<file path="src/rtl/vrc_pkg.sv">
// Shared types and constants for the VRC serial scheduler.
// Used by vrc_cmd_fifo and vrc_serial_scheduler.
package vrc_pkg;

    typedef enum logic [2:0] {
        IDLE,
        SETUP,
        SHIFT,
        HOLD,
        GAP
    } vrc_state_e;

    localparam int VRC_FRAME_W     = 16;
    localparam int VRC_SHIFT_TICKS = 32;
    localparam int VRC_GAP_TICKS   = 2;

endpackage

</file>
<file path="src/rtl/vrc_cmd_fifo.sv">
// Per-channel command FIFO holding {addr,data} frames.
// A push into a full FIFO is accepted when a pop happens in the same cycle.
module vrc_cmd_fifo
    import vrc_pkg::*;
#(
    parameter int DEPTH = 4
) (
    input  logic                     clk,
    input  logic                     rst_n,
    input  logic                     push_i,
    input  logic [VRC_FRAME_W-1:0]   wdata_i,
    input  logic                     pop_i,
    output logic [VRC_FRAME_W-1:0]   rdata_o,
    output logic                     accept_o,
    output logic                     full_o,
    output logic                     empty_o,
    output logic [$clog2(DEPTH):0]   count_o
);

    localparam int AW = $clog2(DEPTH);

    logic [VRC_FRAME_W-1:0] mem_q [DEPTH];
    logic [AW-1:0]          wr_q, wr_d;
    logic [AW-1:0]          rd_q, rd_d;
    logic [AW:0]            cnt_q, cnt_d;
    logic                   do_pop;

    assign full_o   = (cnt_q == (AW+1)'(DEPTH));
    assign empty_o  = (cnt_q == '0);
    assign count_o  = cnt_q;
    assign rdata_o  = mem_q[rd_q];
    assign accept_o = push_i & (~full_o | pop_i);
    assign do_pop   = pop_i & ~empty_o;

    always_comb begin
        wr_d  = wr_q;
        rd_d  = rd_q;
        cnt_d = cnt_q;
        if (accept_o) wr_d = wr_q + 1'b1;
        if (do_pop)   rd_d = rd_q + 1'b1;
        if (accept_o && !do_pop) cnt_d = cnt_q + 1'b1;
        if (!accept_o && do_pop) cnt_d = cnt_q - 1'b1;
    end

    always_ff @(posedge clk or negedge rst_n) begin
        if (!rst_n) begin
            wr_q  <= '0;
            rd_q  <= '0;
            cnt_q <= '0;
        end else begin
            wr_q  <= wr_d;
            rd_q  <= rd_d;
            cnt_q <= cnt_d;
        end
    end

    // Storage needs no reset; the pointers define validity.
    always_ff @(posedge clk) begin
        if (accept_o) mem_q[wr_q] <= wdata_i;
    end

endmodule

</file>
<file path="src/rtl/vrc_serial_scheduler.sv">
// Round-robin serialiser of two VRC command channels onto one 3-wire bus.
// Optional VRC_WRITE_ACK_EN adds per-channel o_done_n pulses at frame end.
module vrc_serial_scheduler
    import vrc_pkg::*;
#(
    parameter int CLK_DIV    = 4,
    parameter int FIFO_DEPTH = 4
) (
    input  logic       clk,
    input  logic       rst_n,
    input  logic [7:0] i_vrc_addr_0,
    input  logic [7:0] i_vrc_addr_1,
    input  logic [7:0] i_vrc_data_0,
    input  logic [7:0] i_vrc_data_1,
    input  logic       i_vrc_wren_0,
    input  logic       i_vrc_wren_1,
    input  logic       i_ovf_clr,
    output logic       o_sclk,
    output logic       o_sdata,
    output logic [1:0] o_cs_n,
    output logic       o_busy,
    output logic       o_ovf_0,
    output logic       o_ovf_1
`ifdef VRC_WRITE_ACK_EN
    ,
    output logic       o_done_0,
    output logic       o_done_1
`endif
);

    localparam int CW  = (CLK_DIV > 1) ? $clog2(CLK_DIV) : 1;
    localparam int FCW = $clog2(FIFO_DEPTH) + 1;

    vrc_state_e             state_q, state_d;
    logic [CW-1:0]          cnt_q;
    logic [5:0]             ti_q;
    logic [VRC_FRAME_W-1:0] sr_q;
    logic                   grant_q;
    logic                   last_q;
    logic                   busy_q, busy_d;
    logic                   ovf0_q, ovf1_q;

    logic [VRC_FRAME_W-1:0] rdata0, rdata1;
    logic [FCW-1:0]         fcnt0, fcnt1;
    logic [1:0]             full, empty, acc, pop;
    logic                   tick_end, start, any, arb_gnt, cs_act;
    logic                   ne0_next, ne1_next;

    vrc_cmd_fifo #(.DEPTH(FIFO_DEPTH)) u_fifo0 (
        .clk      (clk),
        .rst_n    (rst_n),
        .push_i   (i_vrc_wren_0),
        .wdata_i  ({i_vrc_addr_0, i_vrc_data_0}),
        .pop_i    (pop[0]),
        .rdata_o  (rdata0),
        .accept_o (acc[0]),
        .full_o   (full[0]),
        .empty_o  (empty[0]),
        .count_o  (fcnt0)
    );

    vrc_cmd_fifo #(.DEPTH(FIFO_DEPTH)) u_fifo1 (
        .clk      (clk),
        .rst_n    (rst_n),
        .push_i   (i_vrc_wren_1),
        .wdata_i  ({i_vrc_addr_1, i_vrc_data_1}),
        .pop_i    (pop[1]),
        .rdata_o  (rdata1),
        .accept_o (acc[1]),
        .full_o   (full[1]),
        .empty_o  (empty[1]),
        .count_o  (fcnt1)
    );

    assign tick_end = (cnt_q == CW'(CLK_DIV - 1));
    assign any      = ~empty[0] | ~empty[1];
    // On a tie serve the channel that was not served last.
    assign arb_gnt  = (!empty[0] && !empty[1]) ? ~last_q : empty[0];

    always_ff @(posedge clk or negedge rst_n) begin
        if (!rst_n) state_q <= IDLE;
        else        state_q <= state_d;
    end

    // GAP hands straight to SETUP when work is pending, so the
    // frame period stays at 36 ticks.
    always_comb begin
        state_d = state_q;
        start   = 1'b0;
        unique case (state_q)
            IDLE:  if (any) start = 1'b1;
            SETUP: if (tick_end) state_d = SHIFT;
            SHIFT: if (tick_end && ti_q == 6'(VRC_SHIFT_TICKS - 1))
                       state_d = HOLD;
            HOLD:  if (tick_end) state_d = GAP;
            GAP:   if (tick_end && ti_q == 6'(VRC_GAP_TICKS - 1)) begin
                       if (any) start   = 1'b1;
                       else     state_d = IDLE;
                   end
            default: state_d = IDLE;
        endcase
        if (start) state_d = SETUP;
    end

    always_comb begin
        pop = 2'b00;
        if (start) pop[arb_gnt] = 1'b1;
    end

    assign cs_act = (state_q == SETUP) | (state_q == SHIFT)
                  | (state_q == HOLD);

    always_comb begin
        o_cs_n  = 2'b11;
        o_sclk  = 1'b0;
        o_sdata = 1'b0;
        if (cs_act) begin
            o_cs_n  = grant_q ? 2'b01 : 2'b10;
            o_sdata = sr_q[VRC_FRAME_W-1];
        end
        if (state_q == SHIFT) o_sclk = ~ti_q[0];
    end

`ifdef VRC_WRITE_ACK_EN
    logic gap_first;
    assign gap_first = (state_q == GAP) && (ti_q == '0) && (cnt_q == '0);
    assign o_done_0  = gap_first & ~grant_q;
    assign o_done_1  = gap_first &  grant_q;
`endif

    always_ff @(posedge clk or negedge rst_n) begin
        if (!rst_n) begin
            cnt_q <= '0;
            ti_q  <= '0;
        end else if (start || state_q == IDLE) begin
            cnt_q <= '0;
            ti_q  <= '0;
        end else begin
            cnt_q <= tick_end ? '0 : cnt_q + 1'b1;
            if (tick_end)
                ti_q <= (state_d != state_q) ? '0 : ti_q + 1'b1;
        end
    end

    // Shift on the falling sclk edge so data is stable at each rise.
    always_ff @(posedge clk or negedge rst_n) begin
        if (!rst_n) begin
            sr_q    <= '0;
            grant_q <= 1'b0;
            last_q  <= 1'b1;
        end else if (start) begin
            sr_q    <= arb_gnt ? rdata1 : rdata0;
            grant_q <= arb_gnt;
            last_q  <= arb_gnt;
        end else if (state_q == SHIFT && tick_end && !ti_q[0]) begin
            sr_q <= {sr_q[VRC_FRAME_W-2:0], 1'b0};
        end
    end

    assign ne0_next = acc[0] | (~empty[0] & (~pop[0] | fcnt0 != FCW'(1)));
    assign ne1_next = acc[1] | (~empty[1] & (~pop[1] | fcnt1 != FCW'(1)));
    assign busy_d   = (state_d != IDLE) | ne0_next | ne1_next;

    always_ff @(posedge clk or negedge rst_n) begin
        if (!rst_n) begin
            busy_q <= 1'b0;
            ovf0_q <= 1'b0;
            ovf1_q <= 1'b0;
        end else begin
            busy_q <= busy_d;
            if (i_vrc_wren_0 && !acc[0]) ovf0_q <= 1'b1;
            else if (i_ovf_clr)          ovf0_q <= 1'b0;
            if (i_vrc_wren_1 && !acc[1]) ovf1_q <= 1'b1;
            else if (i_ovf_clr)          ovf1_q <= 1'b0;
        end
    end

    assign o_busy  = busy_q;
    assign o_ovf_0 = ovf0_q;
    assign o_ovf_1 = ovf1_q;

endmodule
</file>
<file path="config.mk">
export PLATFORM = sky130hd
export DESIGN_NAME = vrc_serial_scheduler
export DESIGN_NICKNAME = d
export VERILOG_FILES = /design/src/rtl/vrc_pkg.sv /design/src/rtl/vrc_cmd_fifo.sv /design/src/rtl/vrc_serial_scheduler.sv
export SDC_FILE = /design/constraint.sdc
export NUM_CORES = 1
export LEC_CHECK = 0
export CAP_MARGIN = 15
export CORE_MARGIN = 1.5
export CORE_UTILIZATION = 55
export DETAILED_ROUTE_END_ITERATION = 8
export PLACE_DENSITY = 0.74
export SKIP_CTS_REPAIR_TIMING = 1
export SYNTH_ARGS = -nofsm -noshare
export SYNTH_HDL_FRONTEND = slang
export SYNTH_SLANG_ARGS = --single-unit
</file>
<file path="constraint.sdc">
create_clock -name clk -period 3.7 [get_ports clk]
set_input_delay 0.555 -clock clk [delete_from_list [all_inputs] [get_ports clk]]
set_output_delay 0.555 -clock clk [all_outputs]
set_load 0.1 [all_outputs]
</file>
==> results of run 1 <==
report_power, final:
| part | switching [uW] | internal, uW |
|---|---|---|
| clock network | 717 | 1130 |
| registers | 365 | 2660 |
| logic | 1320 | 926 |
| total | 2400 | 4710 |
sequential cells by signal (all words and copies together), names as in the netlist:
name and count:
sr_q 16, u_fifo0.count_o 3, o_busy 1, u_fifo1.wr_q 2, ti_q 6, grant_q 1
u_fifo1.rd_q 2, cnt_q 2, u_fifo1.mem_q 64, state_q 3, u_fifo1.count_o 3, o_ovf_0 1
u_fifo0.mem_q 64, u_fifo0.rd_q 2, o_ovf_1 1, u_fifo0.wr_q 2, last_q 1
cells by family (layout without fill, tap and decap cells):
kind of cell,count (synthesis),in the layout,synth area share [%]
AND/OR/NAND/NOR,105,105,7.42
buffers and inverters,41,99,2.51
AO/OA/AOI/OAI,68,68,6.04
XOR/XNOR,13,13,1.56
flip-flops,174,174,68.3
adder cells (fa/ha/maj),21,21,3.59
multiplexers,37,37,10.6
layout by cell type (no fill, tap or decap), drive strengths merged, types with 3 or more instances in the layout:
master and count:
clkdlybuf4s50 38, mux2i 3, and3 3, clkinv 7
a21oi 13, nor3 3, mux4 32, inv 21
xor2 3, ha 21, nand2b 5, dfrtp 45
and2 9, clkbuf 18, nor2 24, buf 9
edfxtp 128, o21ai 25, bufinv 4, a31oi 17
nand3 18, xnor2 10, nor2b 3, nand2 30
worst max-delay path, delay by kind of cell, from the launching register on:
family	cells	cell delay (ns)
simple gates	3	1.21
flops	1	0.41
compound gates	2	0.41
fa+ha+maj	1	0.27
buf+inv	1	0.08
cell type report:
class	count	area (um^2)	area share, %
multi-input combinational	244	2130	25.1
clock buffer	18	429	5.04
inverter	20	80.1	0.941
timing repair buffer	48	468	5.50
clock inverter	13	189	2.22
tap	172	215	2.53
sequential	174	5000	58.7
how the worst max path moves through the flow:
stage / from / endpoint / depth (start not counted)
finish: u_fifo0.count_o[0] / u_fifo0.mem_q[3][12] / 7
global route: u_fifo0.count_o[0] / u_fifo0.mem_q[3][3] / 7
CTS: u_fifo1.count_o[0] / u_fifo0.mem_q[3][9] / 7
detailed placement: u_fifo1.count_o[0] / u_fifo0.mem_q[3][9] / 7
global placement: u_fifo1.count_o[0] / u_fifo0.mem_q[1][9] / 7
floorplan: state_q[0] / o_sclk / 2
through the flow:
stage / hold slack [ns] / worst slack [ns]
CTS: 0.345 / 0.897
finish: 0.434 / 0.931
floorplan: 0.259 / 0.546
global route: 0.458 / 0.628
global placement: 0.420 / 1.00
detailed placement: 0.428 / 0.906
layer usage:
layer	GRT usage, %	vias up	part of all wire [%]
met5	0	-	0
met4	8.61	0	2.7
met3	4.92	22	4.3
met2	33.2	103	52
met1	24.8	2008	41
li1	-	1824	-
==> summary by stage, run 1 <==
Critical path
STA classifies the critical path startpoint as a register. The worst endpoint data arrival time is 2.81 ns. At the worst endpoint, the required time is approximately 3.7 ns. The kind of capture point of the worst setup path is a register.

Walking the worst path, the cells encountered are inv_1 -> ha_1 -> nand2b_1 -> o21ai_0 -> or2_4 -> a31oi_4 -> and2_1. The largest individual stage delay along the critical path comes from the cell sky130_fd_sc_hd__and2_1. The worst reg-to-reg setup slack is 0.93 ns. The worst setup path is of the register to register kind.

The startpoint identified for the worst register-to-register timing path is u_fifo0.count_o[0]. The capturing point of the worst reg2reg path is u_fifo0.mem_q[3][12]. The number of cells on the worst reg-to-reg path is 7.

In this run the worst path has a maximum fanout of 16. The largest single stage delay on the critical path is approximately 0.72 ns.

Synthesis
When the netlist entered floorplanning its net count stood at 517. By count the netlist is led by 128 x sky130_fd_sc_hd__edfxtp_1, 45 x sky130_fd_sc_hd__dfrtp_1, 32 x sky130_fd_sc_hd__mux4_2, 30 x sky130_fd_sc_hd__nand2_1. Counting distinct cell types in the post-synthesis netlist gives between 50 and 60.

The share of synthesized area in the top cell type comes to 52.5%. Yosys attributes the largest share of cell area to sky130_fd_sc_hd__edfxtp_1 53%, sky130_fd_sc_hd__dfrtp_1 15%, sky130_fd_sc_hd__mux4_2 9.9%, sky130_fd_sc_hd__ha_1 3.6%, sky130_fd_sc_hd__o21ai_0 1.6%. After technology mapping, the gate count stands at 459.

The most repeated cell in the gate-level netlist after synthesis is sky130_fd_sc_hd__edfxtp_1. The Yosys step of the flow raised 0 warnings. The post-synthesis sequential element count is 174.

The post-synth design cell area is roughly 0.0073 mm^2. The dominant register cell in the synthesized netlist is sky130_fd_sc_hd__edfxtp_1. A synthesized cell averages 15.9 um^2. Sequential cells were found to cover 68.3% of the synthesized design area. The number of synthesized flops with an enable pin is 128. The cell type with the highest aggregate area in the netlist is sky130_fd_sc_hd__edfxtp_1. The share of async-settable or async-resettable flops after synthesis is 26.4%.

Power
The analysis attributes to cell leakage a power of 0.00302 uW. The maximum vdd drop is 0.422 mV. The total design power is 7110 uW. The power per unit of standard cell area is roughly 840 mW/mm^2.

Timing
The max-slew violation count is 0. The clock period could shrink to 2.77 ns. The final cycle utilization of the critical path is 74.8%. The relative slew slack is a little under a third.

Setup violations remaining at the end of the flow were counted as 0. The final hold violation count is 0. Setup repair after global routing left no endpoint under its margin. The final setup TNS is 0 ns. The highest clock rate is ~360 MHz. The worst clock skew is about 0.0054 ns. For the pin with the worst max-slew slack, the measured transition is about 1.0 ns.

Finish
Of the cells placed in the final design, the portion with a size suffix greater than 1 is approximately 16%. The antenna diode count is 0. The layout has 891 filler cells.

The final instance area is 0.00851 mm^2. Cells fill 66.6% of the core in the end. The relative area change from synthesis to final layout is 16.4%. The final instance count without filler cells is 689.

The net count reported at finish is 563.

Detailed routing
The count of nets left with antenna violations once routing finished came out at 0. After detailed routing, the number of remaining DRC violations is 0. The initial DRC count is 248. Wires add up to between 10 and 15 mm.

After detailed routing, the number of vias per cell comes to 5.74. Detailed routing inserted a total of 3957 vias. The first TritonRoute pass finished after 4 iterations.

The detail-routed net length per standard cell is 18.2 um.

Placed design
At the end of routability-driven placement, the weighted congestion stood at around 0.80. The number of cells after detailed placement is 656. The number of buffers added on ports is 43. The placed cell area is between 0.007 and 0.008 mm^2. The post-detailed-placement half-perimeter wirelength is 8.17 mm.

Floorplanning
The floorplan has 41 rows. The floorplan step set the die width to 118 um. The die covers about 0.014 mm^2. The core region is 0.0128 mm^2. Pin placement for this block handled 44 I/O pins. The starting density of the core is 57.3%. The height of the die is 118 um.

Min path
The destination of the worst hold path is cnt_q[0]. The worst hold path begins at cnt_q[0]. The number of instances on the worst hold path is 1.

In this run the worst hold path is classified as register to register.

Global route
The via count of the first global-routing pass is between 4000 and 5000. The number of antenna violations at the first check in global routing came to 0. The total global routing track utilization is 19.9%. Entering global routing, the biggest net connects between 40 and 50 pins. The global-route wire length before repair is 21.0 mm. For this run the aggregate overflow at the end of global routing stands at 0.

Clocking
The clock latency reported for the late side of the worst-skew pair is 0.42 ns. The H-tree was split into 4 levels. The tree is rooted in a sky130_fd_sc_hd__clkbuf_16. Clock-pin slew was measured on the worst setup and hold paths at 0.06 ns. Clock tree synthesis inserted a total of 17 buffers.

The buffer depth of the longest clock path is 2. TritonCTS built the clock tree. Counting every sink on the clock net gives 174.

Status
The flow ran to the end, and the final reports show no timing, DRC or antenna violations.

Flow run
Max-cap violations in this run came to 0.
Note: power is estimated with default switching activity, not from simulation.
==> run 2: changes to the inputs <==
--- a/config.mk
+++ b/config.mk
@@ -7,7 +7,7 @@
 export LEC_CHECK = 0
 export CAP_MARGIN = 15
 export CORE_MARGIN = 1.5
-export CORE_UTILIZATION = 55
+export CORE_UTILIZATION = 53
 export DETAILED_ROUTE_END_ITERATION = 8
 export PLACE_DENSITY = 0.74
 export SKIP_CTS_REPAIR_TIMING = 1
==> constraint.sdc (replaced) <==
create_clock -name clk -period 2.5 [get_ports clk]
set_input_delay 0.375 -clock clk [delete_from_list [all_inputs] [get_ports clk]]
set_output_delay 0.375 -clock clk [all_outputs]
set_load 0.1 [all_outputs]
==> summary by stage, run 2 (same netlist as run 1, synthesis figures left out) <==
Timing
The final period demand of the worst path is 2.30 ns. Setup violations remaining at the end of the flow were counted as 0. The final hold violation count is 0. The max-slew violation count is 0. Setup repair after global routing left no endpoint under its margin. The final cycle utilization of the critical path is 92.1%. Clock skew on the completed layout was measured at 0.00919 ns. The post-route worst setup slack is 0.199 ns. The final setup TNS is 0 ns. The relative slew slack is a little under half. The actual transition at the worst max-transition pin is approximately 0.8 ns. Static timing analysis puts the maximum clock frequency at approximately 430 MHz.

Critical path
The worst endpoint data arrival time is 2.65 ns. The number of cells on the worst reg-to-reg path is 10. The startpoint type of the worst setup path is a register. The worst setup path category is register to register. The highest net fanout along the worst path is 8. The critical path required time is 2.85 ns. The worst setup path is captured at a register.

Finish
Cells with a size suffix above 1 make up 20.9% of the layout. The largest registers in the layout are u_fifo0.mem_q (64), u_fifo1.mem_q (64), sr_q (16). The leading cell type in the layout, fill and taps excluded is sky130_fd_sc_hd__edfxtp_1. The net count reported at finish is 582. The top cell types in the final layout, fill and taps aside, are 128 x sky130_fd_sc_hd__edfxtp_1, 45 x sky130_fd_sc_hd__dfrtp_1, 35 x sky130_fd_sc_hd__clkdlybuf4s50_1. The area growth from synthesis to layout is 20.1%. 0 antenna diodes ended up in the layout.

Floorplanning
The count of boundary I/O pins is 44. The die width is approximately 120 um. The floorplan step defined a die boundary enclosing 0.0145 mm^2. The starting density of the core is 54.8%. The height of the die is 120 um. The core footprint is between 0.01 and 0.015 mm^2. In this run the core area contains 42 standard-cell rows.

Detailed routing
The overall routed net length is 13.1 mm. The detail route stage leaves a number of antenna-violating nets equal to 0. After the first detailed-routing iteration, the DRC count stood at 265.

The routed layout has 3997 vias. Dividing the detail-routed wire length by the instance count gives 18.3 um. The remaining routing DRC violations is 0. The detailed-routing iteration count for the pre-antenna-repair pass is 5. After detailed routing, the number of vias per cell comes to ~5.6.

Global route
The remaining global-route overflow is 0. The total global routing track utilization is 20.0%. Entering global routing, the biggest net connects 23 pins. The number of antenna violations at the first check in global routing came to 0. The global-route wire length before repair is roughly 21 mm. The via count of the first global-routing pass was 4173.

Status
The flow ran to the end, and the final reports show no timing, DRC or antenna violations.

Clocking
The H-tree was split into 4 levels. The longest clock path from root to sink contains 2 buffers. The cell sitting at the root of the clock tree is a sky130_fd_sc_hd__clkbuf_16.

The number of clock buffers added by TritonCTS is 17. The CTS tree is built. Clock-pin slew was measured on the worst setup and hold paths at 0.06 ns. The clock net sink count is 174. The clock latency reported for the late side of the worst-skew pair is 0.42 ns.

Power
Summed over all cells, the static leakage comes to 0.00317 uW. Power spread over the standard cell area amounts to between 1000 and 1500 mW/mm^2. VDD sags by at most 0.681 mV.

Min path
In this run the worst hold path is classified as input pin to asynchronous set/reset pin.

Placed design
The congestion estimate from routability-driven global placement came to between 0.7 and 0.8. The post-detailed-placement half-perimeter wirelength is ~8.5 mm. Input and output buffers added on the ports amount to 43. Timing analysis after detailed placement gives a worst setup slack of roughly 0.046 ns.

Flow run
The max-cap violation count is 0.
==> run 2: changes by cell type in the layout (fill, tap and decap cells not counted), moves of 2 or more <==
cell and change:
sky130_fd_sc_hd__inv_8 +2, sky130_fd_sc_hd__clkdlybuf4s50_1 -3, sky130_fd_sc_hd__buf_4 +15, sky130_fd_sc_hd__buf_12 +7, sky130_fd_sc_hd__clkinv_4 -2
==> run 2: power by group <==
group          internal, uW  switching, uW  leakage (uW)
combinational          1590           2150       0.00112
clock                  1790           1080      0.000323
sequential             3920            425       0.00173
total                  7300           3650       0.00317
==> run 2: cell type report <==
type	count	area (um^2)
clock buffers	17	425
clock inverters	15	230
fillers	949	4560
inverters	20	80.1
multi-input cells	244	2140
flip-flops and latches	174	5000
well taps	176	220
repair buffers	67	691
==> run 2: final timing paths <==
check                      startpoint            endpoint  slack [ns]
setup / recovery              ti_q[1]  u_fifo0.count_o[2]        0.20
hold / removal                  rst_n             ti_q[3]        0.43
max in group asynchronous       rst_n              last_q        1.45
hold reg to reg              cnt_q[0]            cnt_q[0]        0.44
min in group clk             cnt_q[0]            cnt_q[0]        0.44
setup reg to reg              ti_q[1]  u_fifo0.count_o[2]        0.20
==> run 2: worst max-delay path: stages, from the launching register on <==
cell and delay [ns]:
sky130_fd_sc_hd__dfrtp_1 0.39, sky130_fd_sc_hd__inv_1 0.08, sky130_fd_sc_hd__ha_1 0.18, sky130_fd_sc_hd__and4bb_4 0.25, sky130_fd_sc_hd__a21oi_2 0.08, sky130_fd_sc_hd__or2_4 0.30, sky130_fd_sc_hd__a31oi_4 0.24, sky130_fd_sc_hd__inv_1 0.07
sky130_fd_sc_hd__ha_1 0.34, sky130_fd_sc_hd__nor2_1 0.14, sky130_fd_sc_hd__xor2_1 0.15
==> run 2: per-stage QoR <==
| stage | utilization [%] | std cells | area, um^2 | power (uW) | hold slack, ns |
|---|---|---|---|---|---|
| final | 65.8 | 713 | 8790 | 11000 | 0.434 |
| after global routing | 65.8 | 713 | 8790 | 11600 | 0.464 |
| after CTS | 65.7 | 712 | 8770 | 11100 | -0.104 |
| after detailed placement | 60.8 | 680 | 8120 | 8150 | 0.348 |
| after global placement | 60.8 | 680 | 8120 | 8020 | 0.343 |
| after floorplan | - | 459 | 7320 | 7020 | 0.0794 |
==> run 2: layer usage <==
layer / vias up / wire [um] / global-route usage [%]
met4: 0 / 142 / 5.29
met2: 74 / 6880 / 34.0
li1: 1876 / - / -
met5: - / 0 / 0
met3: 12 / 463 / 5.28
met1: 2035 / 5590 / 25.6
==> edit 1: new RTL, config.mk and constraints of run 2 <==
Change the parameter `CLK_DIV` from 4 to 2.
--- a/src/rtl/vrc_serial_scheduler.sv
+++ b/src/rtl/vrc_serial_scheduler.sv
@@ -4,5 +4,5 @@
     import vrc_pkg::*;
 #(
-    parameter int CLK_DIV    = 4,
+    parameter int CLK_DIV    = 2,
     parameter int FIFO_DEPTH = 4
 ) (
Function: changed (a bounded check fails within 10 cycles, from zero or initial values and one cycle with rst_n low).
==> edit 1 against run 2 <==
Worst setup slack lost 0.083 ns. Maximum frequency shrank 3.5%. First-iteration DRC count rose by 4.9%. Area after synthesis shrank 0.51%. Final cell count shrank 1.1%. Sequential cell count decreased by 1. Wire length increased by 5.3%. Final area shrank 0.75%. Count of clock-buffer cells in the layout unchanged. Via count rose by 1.6%.
Power is not compared: it rests on default switching activity, and its combinational part moved more than twofold at a synthesized area within 25%.
==> edit 1: results (changes against run 2) <==
* DRT Pass-1 Iters at 4 (-1)
* Vias in the first global route at 4298 (+3.0%)
* Clock Skew at 0.00739 ns (-0.00180 ns)
* Max Root-Sink Buffers at 2 (unchanged)
* R2r setup slk at 0.12 ns (-0.08 ns)
* Relative slew slack at 0.625 (+0.169)
* Worst skew pair latency at 0.43 ns
* Peak per-stage delay on the critical path at 0.56 ns (+0.17 ns)
* First-pass GRT wire length at 22600 um (+5.1%)
* IO buf count at 43 (unchanged)
* Largest regs: u_fifo0.mem_q x64, u_fifo1.mem_q x64, sr_q x16
* Top post-synthesis cells by count: edfxtp_1 (128), nand2_1 (46), dfrtp_1 (44)
* Synth cell types at 47 (-7.8%)
* Dominant cells by area after synthesis: edfxtp_1 (53%), dfrtp_1 (15%), mux4_2 (9.9%), ha_1 (3.4%), nand2_1 (2.4%)
* Pre-CTS setup slack at 0.0618 ns (+0.0157 ns)
* Initial drt markers at 278 (+4.9%)
* Clock-pin slew on the worst setup and hold paths at 0.06 ns (about the same)
* Tcrit/Tclk final at 0.954 (+0.0332)
* Fin nets at 573 (-1.5%)
* Status: completed
* Via count at 4059 (+1.6%)
* VDD IR max at 564 uV
* Initial antenna violation count at 0 (unchanged)
* HPWL after DPL at 8950 um (+4.7%)
* Share of cells above drive strength 1 at 0.206 (-0.00252)
* Root Driver: clkbuf_16
* Post-synth top flop: edfxtp_1
* FFs w/ async S/R, synth at 0.260 (-0.00425)
* Syn_nets at 509 (-1.5%)
* GP Congestion at 0.804 (+1.9%)
* Number of CTS-inserted buffers at 17 (unchanged)
* EDFF count, synth at 128 (unchanged)
* LEAKAGE at 3.20 nW
* Gr usage total at 0.211 (+0.0118)
* Post-synthesis sequential area ratio at 0.683 (about the same)
* Pin count of the biggest net entering global routing at 34 (+48%)
* # H-tree levels at 4 (unchanged)
* Synth warn at 0 (unchanged)
* Per-cell routed wire length at 19.5 um (+6.5%)
* Critical path's slowest cell: or4_4
* Antenna cells at 0 (unchanged)
## edit 1: cell count changes after synthesis, sizes merged, moves of 3 or more
cell     change
nand2       +16
o2bb2ai     +15
and3        +14
o21ai       -14
nand3       -13
nor2        -12
a21oi        -9
buf          -6
clkbuf       +6
inv          -3
o22ai        +3
## edit 1: per-stage QoR
step	std cells	hold WS, ns	util	power (mW)	instance area [um2]
CTS	704	-0.0892	0.655	8.01	8700
global route	705	0.477	0.656	8.30	8720
detailed placement	672	0.366	0.612	5.46	8130
floorplan	452	0.0794	-	4.80	7280
finish	705	0.449	0.656	7.94	8720
global placement	672	0.356	0.612	5.39	8130
## edit 1: cell type report
cell class	instances	area [um2]
Fill cell	945	4580
Tap cell	176	220
Clock inverter	15	146
Clock buffer	17	425
Timing Repair Buffer	66	721
Sequential cell	173	4970
Inverter	16	60.1
Multi-Input combinational cell	242	2180
## edit 1: path summary, 6_finish.rpt
kind | from | endpoint | cells after the start
max in group asynchronous | rst_n | last_q | 3
hold / removal | rst_n | ti_q[0] | 2
min in group clk | sr_q[1] | sr_q[1] | 1
hold reg to reg | sr_q[1] | sr_q[1] | 1
setup reg to reg | ti_q[2] | u_fifo0.count_o[2] | 8
setup / recovery | ti_q[2] | u_fifo0.count_o[2] | 8
## edit 1: routing by layer
metal | routed length (um) | GRT usage | up-vias
met2 | 7210 | 0.362 | 100
li1 | - | - | 1865
met5 | 0 | 0 | -
met1 | 5760 | 0.265 | 2074
met3 | 544 | 0.0462 | 20
met4 | 258 | 0.0818 | 0
## edit 1: critical path, delay by kind of cell (launching register included)
kind | cells | cell delay, ns
flops | 1 | 0.41
buf+inv | 1 | 0.05
simple gates | 3 | 0.95
fa+ha+maj | 1 | 0.32
compound gates | 2 | 0.45
xor+xnor | 1 | 0.13
## edit 1: cells by family (layout without fill, tap and decap cells)
| group | count (synthesis) | after routing | share of synthesized area |
|---|---|---|---|
| xor gates and xnor gates | 13 | 13 | 0.0156 |
| DFF | 173 | 173 | 0.683 |
| and+or+nand+nor | 109 | 109 | 0.0750 |
| AOI/OAI and AO/OA | 65 | 65 | 0.0683 |
| buffers and inverters | 37 | 114 | 0.0203 |
| adders and majority gates | 20 | 20 | 0.0344 |
| muxes | 35 | 35 | 0.103 |
## edit 1: report_power, final
part	internal, mW	total, mW	switching (mW)
Sequential	3.65	3.84	0.195
Combinational	0.658	1.56	0.906
Clock	1.46	2.53	1.07
==> edit 2: new RTL, settings of run 2 <==
Without the edit above. Make the reset (`rst_n`) synchronous in 5 clocked blocks.
--- a/src/rtl/vrc_cmd_fifo.sv
+++ b/src/rtl/vrc_cmd_fifo.sv
@@ -43,5 +43,5 @@
     end
 
-    always_ff @(posedge clk or negedge rst_n) begin
+    always_ff @(posedge clk) begin
         if (!rst_n) begin
             wr_q  <= '0;
--- a/src/rtl/vrc_serial_scheduler.sv
+++ b/src/rtl/vrc_serial_scheduler.sv
@@ -78,5 +78,5 @@
     assign arb_gnt  = (!empty[0] && !empty[1]) ? ~last_q : empty[0];
 
-    always_ff @(posedge clk or negedge rst_n) begin
+    always_ff @(posedge clk) begin
         if (!rst_n) state_q <= IDLE;
         else        state_q <= state_d;
@@ -129,5 +129,5 @@
 `endif
 
-    always_ff @(posedge clk or negedge rst_n) begin
+    always_ff @(posedge clk) begin
         if (!rst_n) begin
             cnt_q <= '0;
@@ -144,5 +144,5 @@
 
     // Shift on the falling sclk edge so data is stable at each rise.
-    always_ff @(posedge clk or negedge rst_n) begin
+    always_ff @(posedge clk) begin
         if (!rst_n) begin
             sr_q    <= '0;
@@ -162,5 +162,5 @@
     assign busy_d   = (state_d != IDLE) | ne0_next | ne1_next;
 
-    always_ff @(posedge clk or negedge rst_n) begin
+    always_ff @(posedge clk) begin
         if (!rst_n) begin
             busy_q <= 1'b0;
Check against the original RTL: differs if rst_n is asserted again (counterexample within 4 cycles, from zero or initial values and one cycle with rst_n low); with rst_n held inactive, the same outputs for 10 cycles.
==> edit 2 against run 2 <==
Worst setup slack worse by 0.18 ns. Power down 16%. Combinational power fell by 28%. First-iteration DRC count grew 31%. Sequential cell count grew 4. Area after synthesis increased by 0.27%. Worst hold slack got worse by 0.0040 ns. Wire length increased by 4.0%. Final area grew 1.0%. Largest cell class unchanged. Highest routed layer unchanged.
==> edit 2: results (changes against run 2) <==
* Synth warn at 0 (unchanged)
* Worst skew pair latency at 0.42 ns (about the same)
* Total net switching power at 2.81 mW (-23%)
* First-pass GRT wire length at 22000 um (+2.5%)
* HPWL after DPL at 8680 um (+1.6%)
* Clock-pin slew on the worst setup and hold paths at 0.06 ns (about the same)
* Relative slew slack at 0.588 (+0.132)
* LEAKAGE at 3.01 nW (-5.2%)
* VDD IR max at 873 uV (+28%)
* Hold WC Path Type: register to register
* Share of cells above drive strength 1 at 0.209 (+0.000654)
* Peak per-stage delay on the critical path at 0.49 ns (+0.10 ns)
* Tcrit/Tclk final at 0.993 (+0.0724)
* IO buf count at 43 (unchanged)
* Top post-synthesis cells by count: edfxtp_1 (128), dfxtp_1 (50), mux4_2 (32)
* DRT Pass-1 Iters at 4 (-1)
* Antenna cells at 0 (unchanged)
* Status: completed
* FFs w/ async S/R, synth at 0 (-0.264)
* Placed Cells at 707 (+4.0%)
* Post-Layout Cell Count at 740 (+3.8%)
* Syn_nets at 548 (+6.0%)
* Critical path's slowest cell: or4b_4
* Post-synthesis sequential area ratio at 0.661 (-0.0225)
* Placed inst area at 8170 um2 (+0.69%)
* Gr usage total at 0.201 (+0.00187)
* Pre-CTS setup slack at 0.0557 ns (+0.00952 ns)
* Pin count of the biggest net entering global routing at 36 (+57%)
* Initial drt markers at 347 (+31%)
* CP arrival at 2.83 ns (+0.18 ns)
* Number of CTS-inserted buffers at 17 (unchanged)
* Synth cell types at 51 (unchanged)
* R2r setup slk at 0.02 ns (-0.18 ns)
* Mapped Cells at 491 (+7.0%)
* GP Congestion at 0.804 (+1.8%)
* Root Driver: clkbuf_16
* Vias in the first global route at 4305 (+3.2%)
* Dominant cells by area after synthesis: edfxtp_1 (52%), dfxtp_1 (14%), mux4_2 (9.8%), ha_1 (3.4%), a311oi_1 (1.8%)
* Via count at 4210 (+5.3%)
* Post-Route WL at 13600 um (+4.0%)
* Peak fanout along the critical path at 4 (-4)
* Fin nets at 608 (+4.5%)
* CP delay by family, top: simple AND/OR/NAND/NOR gates
* Clock Skew at 0.0105 ns (+0.00131 ns)
## edit 2: cells by family after synthesis
logic type / Yosys count / synth area share
adders and majority gates: 20 / 0.0341
AOI/OAI and AO/OA: 66 / 0.0647
xor gates and xnor gates: 11 / 0.0131
and+or+nand+nor: 136 / 0.0991
buffers and inverters: 43 / 0.0232
DFF: 178 / 0.661
muxes: 37 / 0.105
## edit 2: worst paths after layout
kind / from / end / depth (start not counted)
setup / recovery: ti_q[1] / u_fifo1.count_o[2] / 11
hold / removal: cnt_q[0] / cnt_q[0] / 1
setup reg to reg: ti_q[1] / u_fifo1.count_o[2] / 11
hold reg to reg: cnt_q[0] / cnt_q[0] / 1
## edit 2: area by class of cell
cell class,count,area [um2]
Clock buffer,18,429
Fill cell,931,4530
Timing Repair Buffer,69,721
Inverter,15,56.3
Multi-Input combinational cell,270,2400
Clock inverter,14,200
Sequential cell,178,4850
Tap cell,176,220
## edit 2: power groups by stage
stage          combinational, mW  sequential, mW  clock, mW
6_report                    2.70            3.73       2.82
5_1_grt                     2.95            3.77       2.99
4_1_cts                     2.65            3.73       2.87
3_5_place_dp                2.61            3.79          0
3_3_place_gp                2.57            3.77          0
2_1_floorplan               1.91            3.76          0
## edit 2: routing by layer
layer / vias up / routed length (um) / GRT usage
met5: - / 0 / 0
met2: 99 / 7130 / 0.347
li1: 2009 / - / -
met3: 14 / 538 / 0.0528
met1: 2088 / 5760 / 0.253
met4: 0 / 174 / 0.0566
## edit 2: per-stage QoR
stage	TNS [ns]	hold slack, ns
CTS	0	0.433
global placement	0	0.412
finish	0	0.430
floorplan	-0.0616	0.404
global route	-0.0600	0.468
detailed placement	0	0.424
